<file path="src/rtl/uart_rx.sv">
// 8N1 serial receiver: mid-bit sampling, one-cycle data_valid / frame_err strobes.
// Pairs with uart_tx when both use the same BAUD_RATE_DIV.
module uart_rx #(
  parameter int BAUD_RATE_DIV = 5208
) (
  input  logic       clk,
  input  logic       rst,
  input  logic       rx,
  output logic [7:0] data_out,
  output logic       data_valid,
  output logic       frame_err,
  output logic       busy
);

  localparam int         HALF_DIV  = BAUD_RATE_DIV / 2;
  localparam logic [12:0] FULL_LAST = 13'(BAUD_RATE_DIV - 1);
  localparam logic [12:0] HALF_LAST = 13'(HALF_DIV - 1);

  typedef enum logic [2:0] {
    IDLE,
    START,
    DATA,
    STOP,
    WAIT_IDLE
  } state_t;

  logic        rx_meta_reg;
  logic        rx_s_reg;

  state_t      state_reg, state_next;
  logic [12:0] cnt_reg, cnt_next;
  logic [2:0]  idx_reg, idx_next;
  logic [7:0]  shift_reg, shift_next;
  logic [7:0]  data_out_reg, data_out_next;
  logic        data_valid_reg, data_valid_next;
  logic        frame_err_reg, frame_err_next;

  // Two-flop synchronizer; idles high so reset never looks like a start bit.
  always_ff @(posedge clk or posedge rst) begin
    if (rst) begin
      rx_meta_reg <= 1'b1;
      rx_s_reg    <= 1'b1;
    end else begin
      rx_meta_reg <= rx;
      rx_s_reg    <= rx_meta_reg;
    end
  end

  always_ff @(posedge clk or posedge rst) begin
    if (rst) begin
      state_reg      <= IDLE;
      cnt_reg        <= '0;
      idx_reg        <= '0;
      shift_reg      <= '0;
      data_out_reg   <= '0;
      data_valid_reg <= 1'b0;
      frame_err_reg  <= 1'b0;
    end else begin
      state_reg      <= state_next;
      cnt_reg        <= cnt_next;
      idx_reg        <= idx_next;
      shift_reg      <= shift_next;
      data_out_reg   <= data_out_next;
      data_valid_reg <= data_valid_next;
      frame_err_reg  <= frame_err_next;
    end
  end

  always_comb begin
    state_next      = state_reg;
    cnt_next        = cnt_reg;
    idx_next        = idx_reg;
    shift_next      = shift_reg;
    data_out_next   = data_out_reg;
    data_valid_next = 1'b0;
    frame_err_next  = 1'b0;

    case (state_reg)
      IDLE: begin
        if (!rx_s_reg) begin
          state_next = START;
          cnt_next   = '0;
          idx_next   = '0;
        end
      end

      // Half a bit in: a high line here means the low pulse was a glitch.
      START: begin
        if (cnt_reg == HALF_LAST) begin
          cnt_next   = '0;
          state_next = rx_s_reg ? IDLE : DATA;
        end else begin
          cnt_next = cnt_reg + 13'd1;
        end
      end

      DATA: begin
        if (cnt_reg == FULL_LAST) begin
          cnt_next            = '0;
          shift_next[idx_reg] = rx_s_reg;
          idx_next            = idx_reg + 3'd1;
          if (idx_reg == 3'd7) begin
            state_next = STOP;
          end
        end else begin
          cnt_next = cnt_reg + 13'd1;
        end
      end

      // Leave at mid-stop so a following start edge is not missed.
      STOP: begin
        if (cnt_reg == FULL_LAST) begin
          cnt_next = '0;
          if (rx_s_reg) begin
            data_out_next   = shift_reg;
            data_valid_next = 1'b1;
            state_next      = IDLE;
          end else begin
            frame_err_next = 1'b1;
            state_next     = WAIT_IDLE;
          end
        end else begin
          cnt_next = cnt_reg + 13'd1;
        end
      end

      // A break holds the line low; wait it out so it reports only once.
      WAIT_IDLE: begin
        if (rx_s_reg) begin
          state_next = IDLE;
        end
      end

      default: begin
        state_next = IDLE;
      end
    endcase
  end

  assign data_out   = data_out_reg;
  assign data_valid = data_valid_reg;
  assign frame_err  = frame_err_reg;
  assign busy       = (state_reg != IDLE);

endmodule
</file>
<file path="config.mk">
export PLATFORM = sky130hd
export DESIGN_NAME = uart_rx
export DESIGN_NICKNAME = d
export VERILOG_FILES = /design/src/rtl/uart_rx.sv
export SDC_FILE = /design/constraint.sdc
export NUM_CORES = 1
export LEC_CHECK = 0
export CAP_MARGIN = 40
export CORE_UTILIZATION = 55
export CTS_CLUSTER_DIAMETER = 200
export DETAILED_ROUTE_END_ITERATION = 10
export GPL_TIMING_DRIVEN = 1
export PLACE_DENSITY_LB_ADDON = 0.2
export SLEW_MARGIN = 5
export SYNTH_ARGS = -nofsm -noshare
export SYNTH_HDL_FRONTEND = slang
export SYNTH_SLANG_ARGS = --single-unit
</file>
<file path="constraint.sdc">
create_clock -name clk -period 3.7 [get_ports clk]
set_clock_uncertainty 0.2 [all_clocks]
set_input_delay 0.74 -clock clk [delete_from_list [all_inputs] [get_ports clk]]
set_output_delay 0.74 -clock clk [all_outputs]
set_load 0.1 [all_outputs]
</file>
==> results of run 1 <==
report_power, final:
group	total [mW]	switching (mW)	leakage (nW)	internal (mW)
clock network	0.204	0.130	0.0293	0.0741
logic	0.0118	0.00857	0.504	0.00325
registers	0.431	0.00248	0.523	0.428
routing by layer:
| layer | vias up | track usage |
|---|---|---|
| met4 | 0 | 0.1136 |
| met1 | 701 | 0.2490 |
| met2 | 25 | 0.3929 |
| met5 | - | 0 |
| li1 | 685 | - |
| met3 | 7 | 0.06933 |
placed cells by master (no fill, tap or decap), drive strengths merged:
master         netlist  routed
a21o                 1       1
a21oi                9       9
a22o                 4       4
a2bb2oi              1       1
a31o                 1       1
a31oi                3       3
a32oi                1       1
and2b                1       1
and3                 2       2
and3b                1       1
and4                 2       2
and4bb               3       3
buf                  3      12
clkbuf               1       7
clkdlybuf4s50        0      12
clkinv               0       1
dfrtp               37      37
dfstp                2       2
ha                   3       3
inv                  7       7
mux2                16      16
nand2               10      10
nand2b               4       4
nand3               10      10
nand4                4       4
nor2                13      13
nor2b                1       1
nor3                 7       7
nor3b                1       1
nor4                 3       3
nor4bb               1       1
o21ai               11      11
o21bai               1       1
o2bb2ai              1       1
or2                  1       1
or3                  3       3
xnor2                1       1
xor2                 2       2
final cells by class:
| cell class | count | area (µm²) | area share |
|---|---|---|---|
| inverter | 7 | 26.28 | 0.01146 |
| multi-input combinational | 122 | 895.9 | 0.3906 |
| clock buffer | 7 | 45.04 | 0.01964 |
| clock inverter | 1 | 5.005 | 0.002182 |
| timing repair buffer | 24 | 285.3 | 0.1244 |
| tap | 46 | 57.56 | 0.02510 |
| sequential | 39 | 978.4 | 0.4266 |
per-stage QoR:
| step | worst slack, ns | hold WS (ns) | util | total power, mW |
|---|---|---|---|---|
| global route | 0.9890 | 0.1771 | 0.6819 | 0.6772 |
| detailed placement | 1.238 | 0.1496 | 0.6670 | 0.4513 |
| finish | 1.186 | 0.1628 | 0.6819 | 0.6468 |
| CTS | 1.215 | 0.1659 | 0.6819 | 0.6604 |
| floorplan | 1.502 | 0.1452 | - | 0.4455 |
| global placement | 1.308 | 0.1454 | 0.6224 | 0.4510 |
cell families (layout without fill, tap and decap cells):
| group | after synthesis | count (layout) | synth area share |
|---|---|---|---|
| xor+xnor | 3 | 3 | 0.01360 |
| flops | 39 | 39 | 0.5065 |
| buf+inv | 11 | 39 | 0.02979 |
| mux | 16 | 16 | 0.09326 |
| fa+ha+maj | 3 | 3 | 0.01943 |
| compound gates | 33 | 33 | 0.1179 |
| simple gates | 67 | 67 | 0.2196 |
worst max-delay path by stage:
stage,cells after the start,slack (ns),from,to
2_1_floorplan,2,1.50,state_reg[1]$_DFFE_PP0P_,busy
5_1_grt,6,0.99,cnt_reg[0]$_DFFE_PP0P_,shift_reg[4]$_DFFE_PP0P_
3_3_place_gp,1,1.31,data_out[4]$_DFFE_PP0P_,data_out[4]
4_1_cts,6,1.22,cnt_reg[0]$_DFFE_PP0P_,shift_reg[4]$_DFFE_PP0P_
3_5_place_dp,6,1.24,cnt_reg[0]$_DFFE_PP0P_,shift_reg[4]$_DFFE_PP0P_
6_report,6,1.19,cnt_reg[0]$_DFFE_PP0P_,shift_reg[4]$_DFFE_PP0P_
worst reg2reg max path: cells and delay by family (launching register included):
kind	cells	cell delay, ns
adders and majority gates	1	0.23
DFF	1	0.43
and+or+nand+nor	4	1.19
muxes	1	0.35
synth_stat cells (all sizes together) (2+ instances only):
library cell / count
and4bb: 3
nand2: 10
dfstp: 2
dfrtp: 37
nor3: 7
nand2b: 4
nor2: 13
or3: 3
a21oi: 9
nand4: 4
nand3: 10
ha: 3
and4: 2
o21ai: 11
mux2: 16
and3: 2
buf: 3
a31oi: 3
nor4: 3
a22o: 4
xor2: 2
inv: 7
==> impl_summary.md, run 1 <==
Timing
The total of endpoints with negative setup slack in the final report is 0. Setup repair after global routing left no endpoint under its margin. The final-report hold violation count came to 0. Derived from the worst setup path, the maximum achievable clock frequency is approximately 400 MHz.

The sum of negative setup slack is 0 ns. Of the available clock period, the critical path in the final layout requires 0.6796. The actual slew at the worst max-slew pin is 0.5941 ns. In this run the tightest slew margin relative to its limit is 0.6016.

The time the worst path needs with I/O delays and setup is 2.514 ns. The number of max-slew violations in the final report is 0.

Cells and area
The finished layout holds 246 standard cells, fillers aside. The share of cells above drive strength 1 is 0.2150. The number of antenna diodes in the final layout is 0. Once layout is done, the placed cells without fillers occupy 2293 µm².

The register with the most flip-flops in the layout has 13 of them. The filler cells instantiated in the layout total ~270. The area overhead of the layout relative to synthesis is 18.72%. The final net count is 205.

Synthesis
The area share of the largest cell type after synthesis is 0.4793. The post-synthesis cell count is roughly 170. The number of flip-flops and latches in the synthesized netlist is 39.

The share of synthesized flip-flops with an asynchronous set or reset is 1.000. The share of the Yosys chip area taken by registers is 0.5065. The number of flops mapped to enable cells by yosys is 0.

The count of unique library cells instantiated by Yosys is 44. A synthesized cell averages roughly 11 µm². By area the synthesized netlist is led by dfrtp_1 (48%), mux2_2 (6.4%), mux2_1 (2.9%).

For this run, the number of Yosys warnings is 0. Synthesis produced a netlist with a net count of 178. For this run, the leading register cell type out of synthesis is dfrtp_1. The top cell type by total area after synthesis is dfrtp_1. The post-synthesis cell area is 1932 µm².

Drt
The first routing iteration left 49 violations. Detailed routing inserted a total of ~1400 vias. After detailed routing, the number of remaining DRC violations is 0. The routed wire length is roughly 3.6 mm. The pre-antenna-repair detailed-routing pass consisted of 4 iterations.

After detailed routing, the number of vias per cell comes to 5.764. The routed wirelength normalized by instance count is 14.82 µm. The number of routed nets with antenna violations is 0. The topmost layer with routed signal wires is met4. The routed length on met1 is 1.558 mm. The wire length on met2 is 1.917 mm.

The routed design uses 108 µm of met3 wire.

Clock tree
The maximum number of buffers from clock root to sink is 2. The total number of clock tree sinks is 39. Clock tree synthesis selected as its root buffer the cell clkbuf_4.

TritonCTS built the clock tree. The register clock-pin slew on the reported worst setup and hold paths is 0.11 ns. The clock tree synthesis step divided the H-tree into 2 levels. The clock reaches the later pin of the worst-skew pair after 0.34 ns. Buffers added to address setup during post-CTS repair amount to 0. In this run, CTS created clock tree buffers numbering 5. The number of buffers inserted for hold repair after clock tree synthesis is 0. The post-cts gate resize count is 0.

Worst setup path
The category of the critical setup timing path is register to register. For the worst setup path, the data required time is 3.73 ns. Traced cell by cell, the critical path runs through ha_1 > nor3b_1 > and4_1 > nand3_4 > nor3_2 > mux2_1.

The longest individual stage delay on the worst path is 0.51 ns. The worst register-to-register path has a depth of 6. The biggest fanout along the worst timing path is 10. In this run the register-to-register setup slack is 1.19 ns. The combined buffer and inverter count along the critical path is 0. STA classifies the critical path startpoint as a register.

The category of the worst setup path capture point is a register. The launch point of the worst reg-to-reg path is cnt_reg[0]$_DFFE_PP0P_. At the worst endpoint, the arrival time is ~2.5 ns. The critical register-to-register path endpoint is shift_reg[4]$_DFFE_PP0P_.

The slowest stage of the critical path belongs to the cell and4_1. The dominant delay contributor by cell family on the critical path is simple AND/OR/NAND/NOR gates.

Min path
The path type of the worst min-delay path is register to register. The endpoint of the worst hold path is rx_s_reg$_DFF_PP1_. The worst hold path begins at rx_meta_reg$_DFF_PP1_.

The worst hold path was traced through 0 stages.

Die
The die boundary width is 61.27 µm. The die covers 3753 µm². The die span in y is 61.27 µm. The initial cell density of the core is 0.5744.

In this run the core area contains 21 standard-cell rows. The placeable core region is 3363 µm². 14 I/O pins were placed.

GRT
The total overflow left after global routing is 0. The first-pass GRT wire length is 6.065 mm. The overall fraction of global-route tracks in use is 0.2257. The number of global-route vias before repair is around 1400. The initial antenna violation count came to 0.

The maximum number of pins on one net before global-route repair is 40.

Place
After detailed placement, the design holds a cell count of 238. The placed cell area is 2243 µm². Routability-driven placement finished with a final weighted congestion of 0.8210. Summed over all nets, the half-perimeter wirelength after detailed placement is 2.543 mm.

In this run the tool buffered the top-level ports with 13 buffer cells.

Job
Max-cap violations in this run came to 0.

Power
For this design the ratio of total power to cell area is 282.0 nW/µm². The peak supply drop is 0.0001663 V. The total leakage power is 1.056 nW.

Status
The run finished with clean final reports.
(Power assumes the default switching activity.)
==> run 2, diff against run 1 <==
--- a/config.mk
+++ b/config.mk
@@ -6,7 +6,7 @@
 export NUM_CORES = 1
 export LEC_CHECK = 0
 export CAP_MARGIN = 40
-export CORE_UTILIZATION = 55
+export CORE_UTILIZATION = 52
 export CTS_CLUSTER_DIAMETER = 200
 export DETAILED_ROUTE_END_ITERATION = 10
 export GPL_TIMING_DRIVEN = 1
==> constraint.sdc (replaced) <==
create_clock -name clk -period 2.3 [get_ports clk]
set_clock_uncertainty 0.2 [all_clocks]
set_input_delay 0.46 -clock clk [delete_from_list [all_inputs] [get_ports clk]]
set_output_delay 0.46 -clock clk [all_outputs]
set_load 0.1 [all_outputs]
==> run 2 against run 1 <==
Against the previous run:
- first-iteration DRC count is 55% higher
- worst hold slack worse by 0.0033 ns
- die area up 5.6%
- non-clock buffer count shrank 4
- largest cell class unchanged
- highest routed layer unchanged
==> impl_summary.md, run 2 (synthesized netlist as in run 1, its figures left out) <==
Status
The flow ran to the end, and the final reports show no timing, DRC or antenna violations.

Place
The HPWL reported at the end of detailed placement is 2.584 mm (+1.6%). The final RePlAce weighted congestion came to 0.8678 (+5.7%). The post-placement setup slack is -0.007125 ns (-1.246 ns). The placed cell count was 233 (-2.1%). The count of port buffers added during placement is 13 (unchanged).

Clock tree
The number of buffers inserted for hold repair after clock tree synthesis was 0 (unchanged). The register clock-pin slew on the reported worst setup and hold paths is 0.07 ns (-0.04 ns). The clock tree from TritonCTS is built. The clock latency of the later-clocked register in the worst-skew pair was 0.29 ns (-0.05 ns).

The total CTS buffers is 5 (unchanged). The H-tree depth is 2 (unchanged). In this run the clock root is driven by a clkbuf_8. The total number of clock tree sinks is 39 (unchanged). The maximum number of buffers from clock root to sink is 2 (unchanged).

Worst setup path
Among the stages of the critical path, the cell type that occurs most often is nand3_1. The longest individual stage delay on the worst path is 0.60 ns (+0.09 ns). The critical path is of the register to register type. STA classifies the critical path startpoint as a register. The depth of the worst register-to-register path came to 7 (+1). The biggest fanout along the worst timing path is 5 (-5). The slowest stage of the critical path is the nor4_1 cell.

The arrival time reported for the critical path endpoint is 2.26 ns (-0.28 ns). Traced cell by cell, the critical path runs through ha_1 > buf_4 > nand3_1 > nor4_1 > nand3_1 > xor2_1 > o21ai_0. The data required time at the worst endpoint came to 2.32 ns (-1.41 ns).

The category of the worst setup path capture point is a register.

Cells and area
The top cell types in the final layout, fill and taps aside, are dfrtp_1 (37), buf_4 (16), nor2_1 (13), mux2_2 (11), nand2_1 (10). The final net count is 201 (-2.0%). Compared with the post-synthesis result, the final layout area differs by 18.85%. The share of cells above drive strength 1 is 0.2653 (+0.05031).

The number of flip-flops under the largest register name is 13 (unchanged). The count of inserted antenna diode cells came to 0 (unchanged). The filler-free cell count of the finished design is 242 (-1.6%). The most common library cell in the layout ignoring fill and taps is dfrtp_1.

Timing
The total of endpoints with negative setup slack in the final report is 0 (unchanged). The actual slew at the worst max-slew pin came to 0.6081 ns (+0.01402 ns). The number of max-slew violations in the final report came to 0 (unchanged). The final-report hold violation count was 0 (unchanged). The maximum achievable frequency was 446.9 MHz (+12%). The relative slew slack is 0.5909 (-0.01074). The final hold slack was 0.1595 ns (-0.003285 ns). The final worst setup slack is 0.06225 ns (-1.123 ns). The time the worst path needs with I/O delays and setup is 2.238 ns (-0.2767 ns). The final cycle utilization of the critical path came to 0.9729 (+0.2934).

Drt
The remaining design rule violation count was 0 (unchanged). The via count is 1416 (-0.14%). The via density per instance came to 5.851 (+1.5%). The routed wirelength normalized by instance count is 15.38 µm (+3.8%).

The length of the first detailed-routing pass in iterations was 4 (unchanged). The number of routed nets with antenna violations is 0 (unchanged). The iteration-0 DRC count of the detailed router was 76 (+55%).

The routed wire length is 3.722 mm (+2.1%).

GRT
The number of global-route vias before repair is 1372 (-3.8%). The initial antenna violation count is 0 (unchanged). The first-pass GRT wire length is 6.382 mm (+5.2%). The residual overflow from global routing came to 0 (unchanged). The maximum number of pins on one net before global-route repair is 40 (unchanged). The overall fraction of global-route tracks in use came to 0.2090 (-0.01678).

Die
The die outline area is 3963 µm² (+5.6%). The die boundary width came to 62.95 µm (+2.8%). The placeable core region was 3442 µm² (+2.3%). The row count is 21 (unchanged). The die span in y was 62.95 µm (+2.8%). The initial cell density of the core came to 0.5613 (-0.01315). The number of top-level pins was 14 (unchanged).

Job
The number of maximum-capacitance violations is 0 (unchanged).

Power
The total leakage power is 1.091 nW (+3.3%). The power per cell area is 598.8 nW/µm² (+110%). The peak supply drop came to 0.0003924 V (+140%).

Min path
The number of cells traversed by the worst hold path is 0 (unchanged). The path type of the worst min-delay path is register to register.
## run 2: final cells by class
cell class | instances | area (µm²)
inverters | 7 | 26.28
clock inverters | 2 | 60.06
well taps | 46 | 57.56
fillers | 254 | 1146
multi-input cells | 122 | 920.9
flip-flops and latches | 39 | 978.4
clock buffers | 6 | 72.57
repair buffers | 20 | 180.2
## run 2: repair_timing
action                                  in CTS  in global routing
endpoints found under the setup margin       3                 12
pin swaps                                    0                  0
buffers inserted                             0                  1
gates resized for setup                      2                  3
## run 2: worst max-delay path, delay by kind of cell, from the launching register on
| kind | cells | cell delay (ns) |
|---|---|---|
| xor gates and xnor gates | 1 | 0.17 |
| DFF | 1 | 0.41 |
| adders and majority gates | 1 | 0.20 |
| AOI/OAI and AO/OA | 1 | 0.13 |
| buffers and inverters | 1 | 0.13 |
| and+or+nand+nor | 3 | 0.92 |
## run 2: final timing paths
check                                       start                 endpoint  slack (ns)
hold / removal              rx_meta_reg$_DFF_PP1_       rx_s_reg$_DFF_PP1_        0.16
hold reg to reg             rx_meta_reg$_DFF_PP1_       rx_s_reg$_DFF_PP1_        0.16
setup / recovery           cnt_reg[0]$_DFFE_PP0P_  cnt_reg[12]$_DFFE_PP0P_        0.06
setup reg to reg           cnt_reg[0]$_DFFE_PP0P_  cnt_reg[12]$_DFFE_PP0P_        0.06
min in group asynchronous                     rst  cnt_reg[12]$_DFFE_PP0P_        0.39
max in group asynchronous                     rst       rx_s_reg$_DFF_PP1_        1.15
## run 2: where the power goes
group / internal, mW / total, mW / switching, mW
Sequential: 0.689 / 0.693 / 0.00443
Clock: 0.433 / 0.662 / 0.229
Combinational: 0.00524 / 0.0195 / 0.0143
## run 2: metal layers
metal	part of all wire	global-route usage	vias up
met3	0.055	0.06752	7
met5	0	0	-
li1	-	-	673
met2	0.45	0.3172	38
met4	0.015	0.05233	0
met1	0.48	0.2881	698
## run 2: per-stage QoR
stage / TNS, ns / utilization / area, µm² / total power [mW]
6_report: 0 / 0.6670 / 2296 / 1.375
5_1_grt: -0.06307 / 0.6670 / 2296 / 1.429
4_1_cts: 0 / 0.6594 / 2270 / 1.390
3_5_place_dp: -0.01248 / 0.6190 / 2131 / 0.7265
3_3_place_gp: 0 / 0.6190 / 2131 / 0.7258
2_1_floorplan: 0 / - / 1932 / 0.7167
==> RTL change 1: new RTL, config.mk and constraints of run 2 <==
Encoding of `state_t`: now one-hot (5 bits for 5 states).
--- a/src/rtl/uart_rx.sv
+++ b/src/rtl/uart_rx.sv
@@ -16,12 +16,12 @@
   localparam logic [12:0] FULL_LAST = 13'(BAUD_RATE_DIV - 1);
   localparam logic [12:0] HALF_LAST = 13'(HALF_DIV - 1);
 
-  typedef enum logic [2:0] {
-    IDLE,
-    START,
-    DATA,
-    STOP,
-    WAIT_IDLE
+  typedef enum logic [4:0] {
+    IDLE      = 5'b00001,
+    START     = 5'b00010,
+    DATA      = 5'b00100,
+    STOP      = 5'b01000,
+    WAIT_IDLE = 5'b10000
   } state_t;
 
   logic        rx_meta_reg;
Formal check against the unedited RTL: same outputs for any inputs over 10 cycles, from zero or initial values and one cycle with rst high; not proved beyond that.
==> RTL change 1 against run 2 <==
  * The run now ends with setup timing left
  * Routed wire length grew 43%
  * Sequential cell count rose by 2
  * Area after synthesis is 8.8% higher
  * First-iteration DRC count increased by 89%
  * Worst setup slack got worse by 220 ps
  * Final area increased by 23%
  * Count of clock-buffer cells in the layout is 1 higher
  * Die area is 8.5% higher
  * Utilization increased by 8.0 points
  * Critical path type unchanged
  * Highest routed layer unchanged
Power is not compared: it rests on default switching activity, and its combinational part moved more than twofold at a synthesized area within 25%.
==> RTL change 1: results (changes against run 2) <==
Status = finished with violations (was complete, no violations)
Failing checks = setup timing
DP Area = 2530 um2 (was 2130 um2)
WL/cell = 17.6 um (was 15.4 um)
Reg2reg setup slack = -160 ps (was 60 ps)
First-pass GRT wire length = 8.71 mm (was 6.38 mm)
R2R Path End = shift_reg[1]$_DFFE_PP0P_ (was cnt_reg[12]$_DFFE_PP0P_)
Distinct cells, synth = 43 (was 44)
Final Critical Period = 2460 ps (was 2240 ps)
Final setup margin = -159 ps (was 62.2 ps)
Final net count = 261 (was 201)
Drt first-iter violations = 144 (was 76)
Pre-antenna DRT Iters = 6 (was 4)
Final setup viols = 16 (was 0)
Critical R2R Launch = cnt_reg[3]$_DFFE_PP0P_ (was cnt_reg[0]$_DFFE_PP0P_)
DR vias/cell = 6.03 (was 5.85)
Total track usage = 0.275 (was 0.209)
Commonest cells in the netlist = dfrtp_1 (38), nand2_1 (24), o21ai_0 (13) (was dfrtp_1 (37), nor2_1 (13), mux2_2 (11))
Dpl ws = -103 ps (was -7.12 ps)
Hold_ws = 164 ps (was 160 ps)
Final Cell Area = 2820 um2 (was 2300 um2)
Dominant cells by area after synthesis = dfrtp_1 (45%), mux2_2 (6.4%), nand2_1 (4.3%), dfstp_2 (3.8%), o21ai_0 (3.1%) (was dfrtp_1 (48%), mux2_2 (6.4%), mux2_1 (2.9%), dfstp_2 (2.7%), nor2_1 (2.5%))
Final HPWL DP = 3.52 mm (was 2.58 mm)
Number of fillers in the final layout = 246 (was 254)
Setup TNS = -1630 ps (was 0 ps)
## RTL change 1: cell types whose count changed after synthesis, sizes merged, moves of 4 or more
cell	run 2	this run
a22o	4	0
a31oi	3	9
a41oi	0	4
clkbuf	1	7
nand2	10	24
nand3	10	6
## RTL change 1: final cells by class
type,count,share of cell area
multi-input cells,145,0.412
flip-flops and latches,41,0.366
well taps,48,0.0213
repair buffers,52,0.158
clock buffers,7,0.0307
inverters,9,0.0120
## RTL change 1: through the flow
step,cells,power (W)
floorplan,205,0.00132
global placement,289,0.00158
detailed placement,289,0.00162
CTS,301,0.00213
global route,302,0.00231
finish,302,0.00219
## RTL change 1: cells by family after synthesis
group           count (synthesis)  share of synthesized area
simple gates                   75                      0.201
compound gates                 44                      0.133
mux                            18                     0.0958
buf+inv                        20                     0.0440
flops                          41                      0.490
xor+xnor                        3                     0.0125
fa+ha+maj                       4                     0.0238
## RTL change 1: power by group
group	internal, W	total, W	switching (W)
logic	0.000374	0.000896	0.000521
registers	0.000781	0.000830	0.0000484
clock network	0.000238	0.000466	0.000228
## RTL change 1: what timing repair did
| action | CTS | global route |
|---|---|---|
| buffers inserted | 4 | 1 |
| gates cloned | 1 | 0 |
| resized for setup | 10 | 27 |
| setup endpoints to repair | 19 | 35 |
| pin swaps | 1 | 7 |
| hold buffers | 0 | 0 |
## RTL change 1: routing by layer
metal | vias up | routed length, um | track usage
met5 | - | 0 | 0
met3 | 12 | 287 | 0.0642
met2 | 55 | 2580 | 0.450
li1 | 851 | - | -
met4 | 0 | 134 | 0.114
met1 | 903 | 2330 | 0.346
## RTL change 1: worst max-delay path by stage
stage               depth (start not counted)  slack (ps)                        to
floorplan                                   7         -60  shift_reg[6]$_DFFE_PP0P_
global route                                5        -200  shift_reg[4]$_DFFE_PP0P_
detailed placement                          6        -100  shift_reg[7]$_DFFE_PP0P_
finish                                      6        -160  shift_reg[1]$_DFFE_PP0P_
global placement                            6         -60  shift_reg[7]$_DFFE_PP0P_
CTS                                         5        -120  shift_reg[4]$_DFFE_PP0P_
## RTL change 1: critical path, stage by stage, from the launching register on
cell	delay, ps
dfrtp_1	430
or4b_1	480
or4_4	450
nor2_4	180
buf_4	140
nand4_1	130
mux2_4	340
==> RTL change 2: new RTL, config.mk and constraints of run 2 <==
Made on the original files. The parameter `BAUD_RATE_DIV` goes from 5208 to 2604.
--- a/src/rtl/uart_rx.sv
+++ b/src/rtl/uart_rx.sv
@@ -1,7 +1,7 @@
 // 8N1 serial receiver: mid-bit sampling, one-cycle data_valid / frame_err strobes.
 // Pairs with uart_tx when both use the same BAUD_RATE_DIV.
 module uart_rx #(
-  parameter int BAUD_RATE_DIV = 5208
+  parameter int BAUD_RATE_DIV = 2604
 ) (
   input  logic       clk,
   input  logic       rst,
Formal check against the unedited RTL: same outputs for any inputs over 10 cycles, from zero or initial values and one cycle with rst high; that may be too few to reach the edited logic, so the function may still have changed.
==> RTL change 2 against run 2 <==
  * The flow now finishes with violations (setup timing)
  * Total power down 14%
  * Area after synthesis up 1.6%
  * Final area up 12%
  * Worst setup slack worse by 77 ps
  * Sequential share of layout area down 4.5 points
  * Global-route usage up 4.5 points
  * Sequential cell count unchanged
  * Routed wire length up 31%
  * Final cell count up 22%
  * Largest power group unchanged
==> RTL change 2: results (changes against run 2) <==
Ratio of cells with drive above 1 in the final layout = 0.344 (was 0.265)
Syn avg cell area = 9.66 um2 (was 11.2 um2)
Worst R2R Path Depth = 4 (was 7)
Critical Path AT = 2300 ps (was 2260 ps)
Vias in the first global route = 1725 (was 1372)
Worst vdd ir = 0.327 mV (was 0.392 mV)
Largest net degree at the start of global routing = 24 (was 40)
GPL Wtd Cong = 0.866 (was 0.868)
Synth Area in Adders = 0.0255 (was 0.0194)
Met3 Usage GRT = 0.0580 (was 0.0675)
Routed WL = 4.87 mm (was 3.72 mm)
Crit path largest cell delay = 550 ps (was 600 ps)
First-pass GRT wire length = 7.87 mm (was 6.38 mm)
Synth Net Count = 210 (was 178)
P_clk = 0.000470 W (was 0.000662 W)
Port Buf Inserts = 13 (unchanged)
Commonest cells in the netlist = dfrtp_1 (37), nand2_1 (35), nand3_1 (14) (was dfrtp_1 (37), nor2_1 (13), mux2_2 (11))
Final net count = 256 (was 201)
Met2 usage = 0.431 (was 0.317)
Setup TNS = -27.3 ps (was 0 ps)
Comb pwr = 0.0000213 W (was 0.0000195 W)
Status = finished with violations (was complete, no violations)
Failing checks = setup timing
Slew headroom = 0.553 (was 0.591)
WL met2 = 2.65 mm (was 1.69 mm)
Met3 wire length = 252 um (was 203 um)
WL/cell = 16.4 um (was 15.4 um)
Mux cell area share after synthesis = 0.0344 (was 0.0933)
Final setup viols = 2 (was 0)
DR vias/cell = 5.95 (was 5.85)
Slowest CP cell = or4b_1 (was nor4_1)
Max Used Layer = met4 (unchanged)
Final HPWL DP = 3.19 mm (was 2.58 mm)
PwrDens = 461 nW/um2 (was 599 nW/um2)
Total track usage = 0.254 (was 0.209)
Wire length on met1 = 1.86 mm (was 1.77 mm)
Dominant cells by area after synthesis = dfrtp_1 (47%), nand2_1 (6.7%), nand3_1 (3.6%), a22o_1 (3.1%), mux2_2 (2.9%) (was dfrtp_1 (48%), mux2_2 (6.4%), mux2_1 (2.9%), dfstp_2 (2.7%), nor2_1 (2.5%))
Post-Synth XOR/XNOR Area = 0.00893 (was 0.0136)
Final setup margin = -14.8 ps (was 62.2 ps)
Sw Ratio = 0.235 (was 0.180)
Met1 Track Usage GR = 0.302 (was 0.288)
Synth Area in Compound Gates = 0.149 (was 0.118)
Register area share after synthesis = 0.499 (was 0.506)
Leakage power total = 1.19 nW (was 1.09 nW)
Number of fillers in the final layout = 247 (was 254)
# placed instances = 280 (was 233)
RTL change 2: changes by cell type in the layout (fill, tap and decap cells not counted), moves of 3 or more:
cell and change:
a22o_1 +3, buf_4 +29, inv_1 -3, mux2_1 -5
mux2_2 -6, nand2_1 +25, nand3_1 +5, nor2_1 -3
o31ai_1 +4
RTL change 2: area by class of cell:
type,instances,area [um2],share of cell area
clock buffer,5,68.8,0.0268
clock inverter,3,20.0,0.00780
inverter,5,18.8,0.00731
multi-input combinational,148,1020,0.398
sequential,39,980,0.382
tap,46,57.6,0.0224
timing repair buffer,50,400,0.156
RTL change 2: worst paths after layout:
kind,start,endpoint,slack (ps)
min,rx_meta_reg$_DFF_PP1_,rx_s_reg$_DFF_PP1_,160
max,cnt_reg[4]$_DFFE_PP0P_,idx_reg[2]$_DFFE_PP0P_,-10
max in group asynchronous,rst,rx_s_reg$_DFF_PP1_,1270
min in group asynchronous,rst,cnt_reg[2]$_DFFE_PP0P_,320
min reg2reg,rx_meta_reg$_DFF_PP1_,rx_s_reg$_DFF_PP1_,160
max reg2reg,cnt_reg[4]$_DFFE_PP0P_,idx_reg[2]$_DFFE_PP0P_,-10
RTL change 2: per-stage QoR:
step,area [um2],worst slack [ps]
final,2570,-14.8
after global routing,2570,-93.0
after CTS,2440,-6.35
after detailed placement,2310,-44.9
after global placement,2310,15.9
after floorplan,1970,-60.4
RTL change 2: timing repair:
action / in CTS / in global routing
pin swaps: 0 / 8
resized for setup: 7 / 20
cloned: 0 / 1
hold buffers: 0 / 0
setup endpoints to repair: 7 / 20
setup buffers: 0 / 7
RTL change 2: worst reg2reg max path, delay by kind of cell (launching register included):
family	cells	cell delay (ps)
AOI/OAI and AO/OA	2	490
DFF	1	410
and+or+nand+nor	2	1100
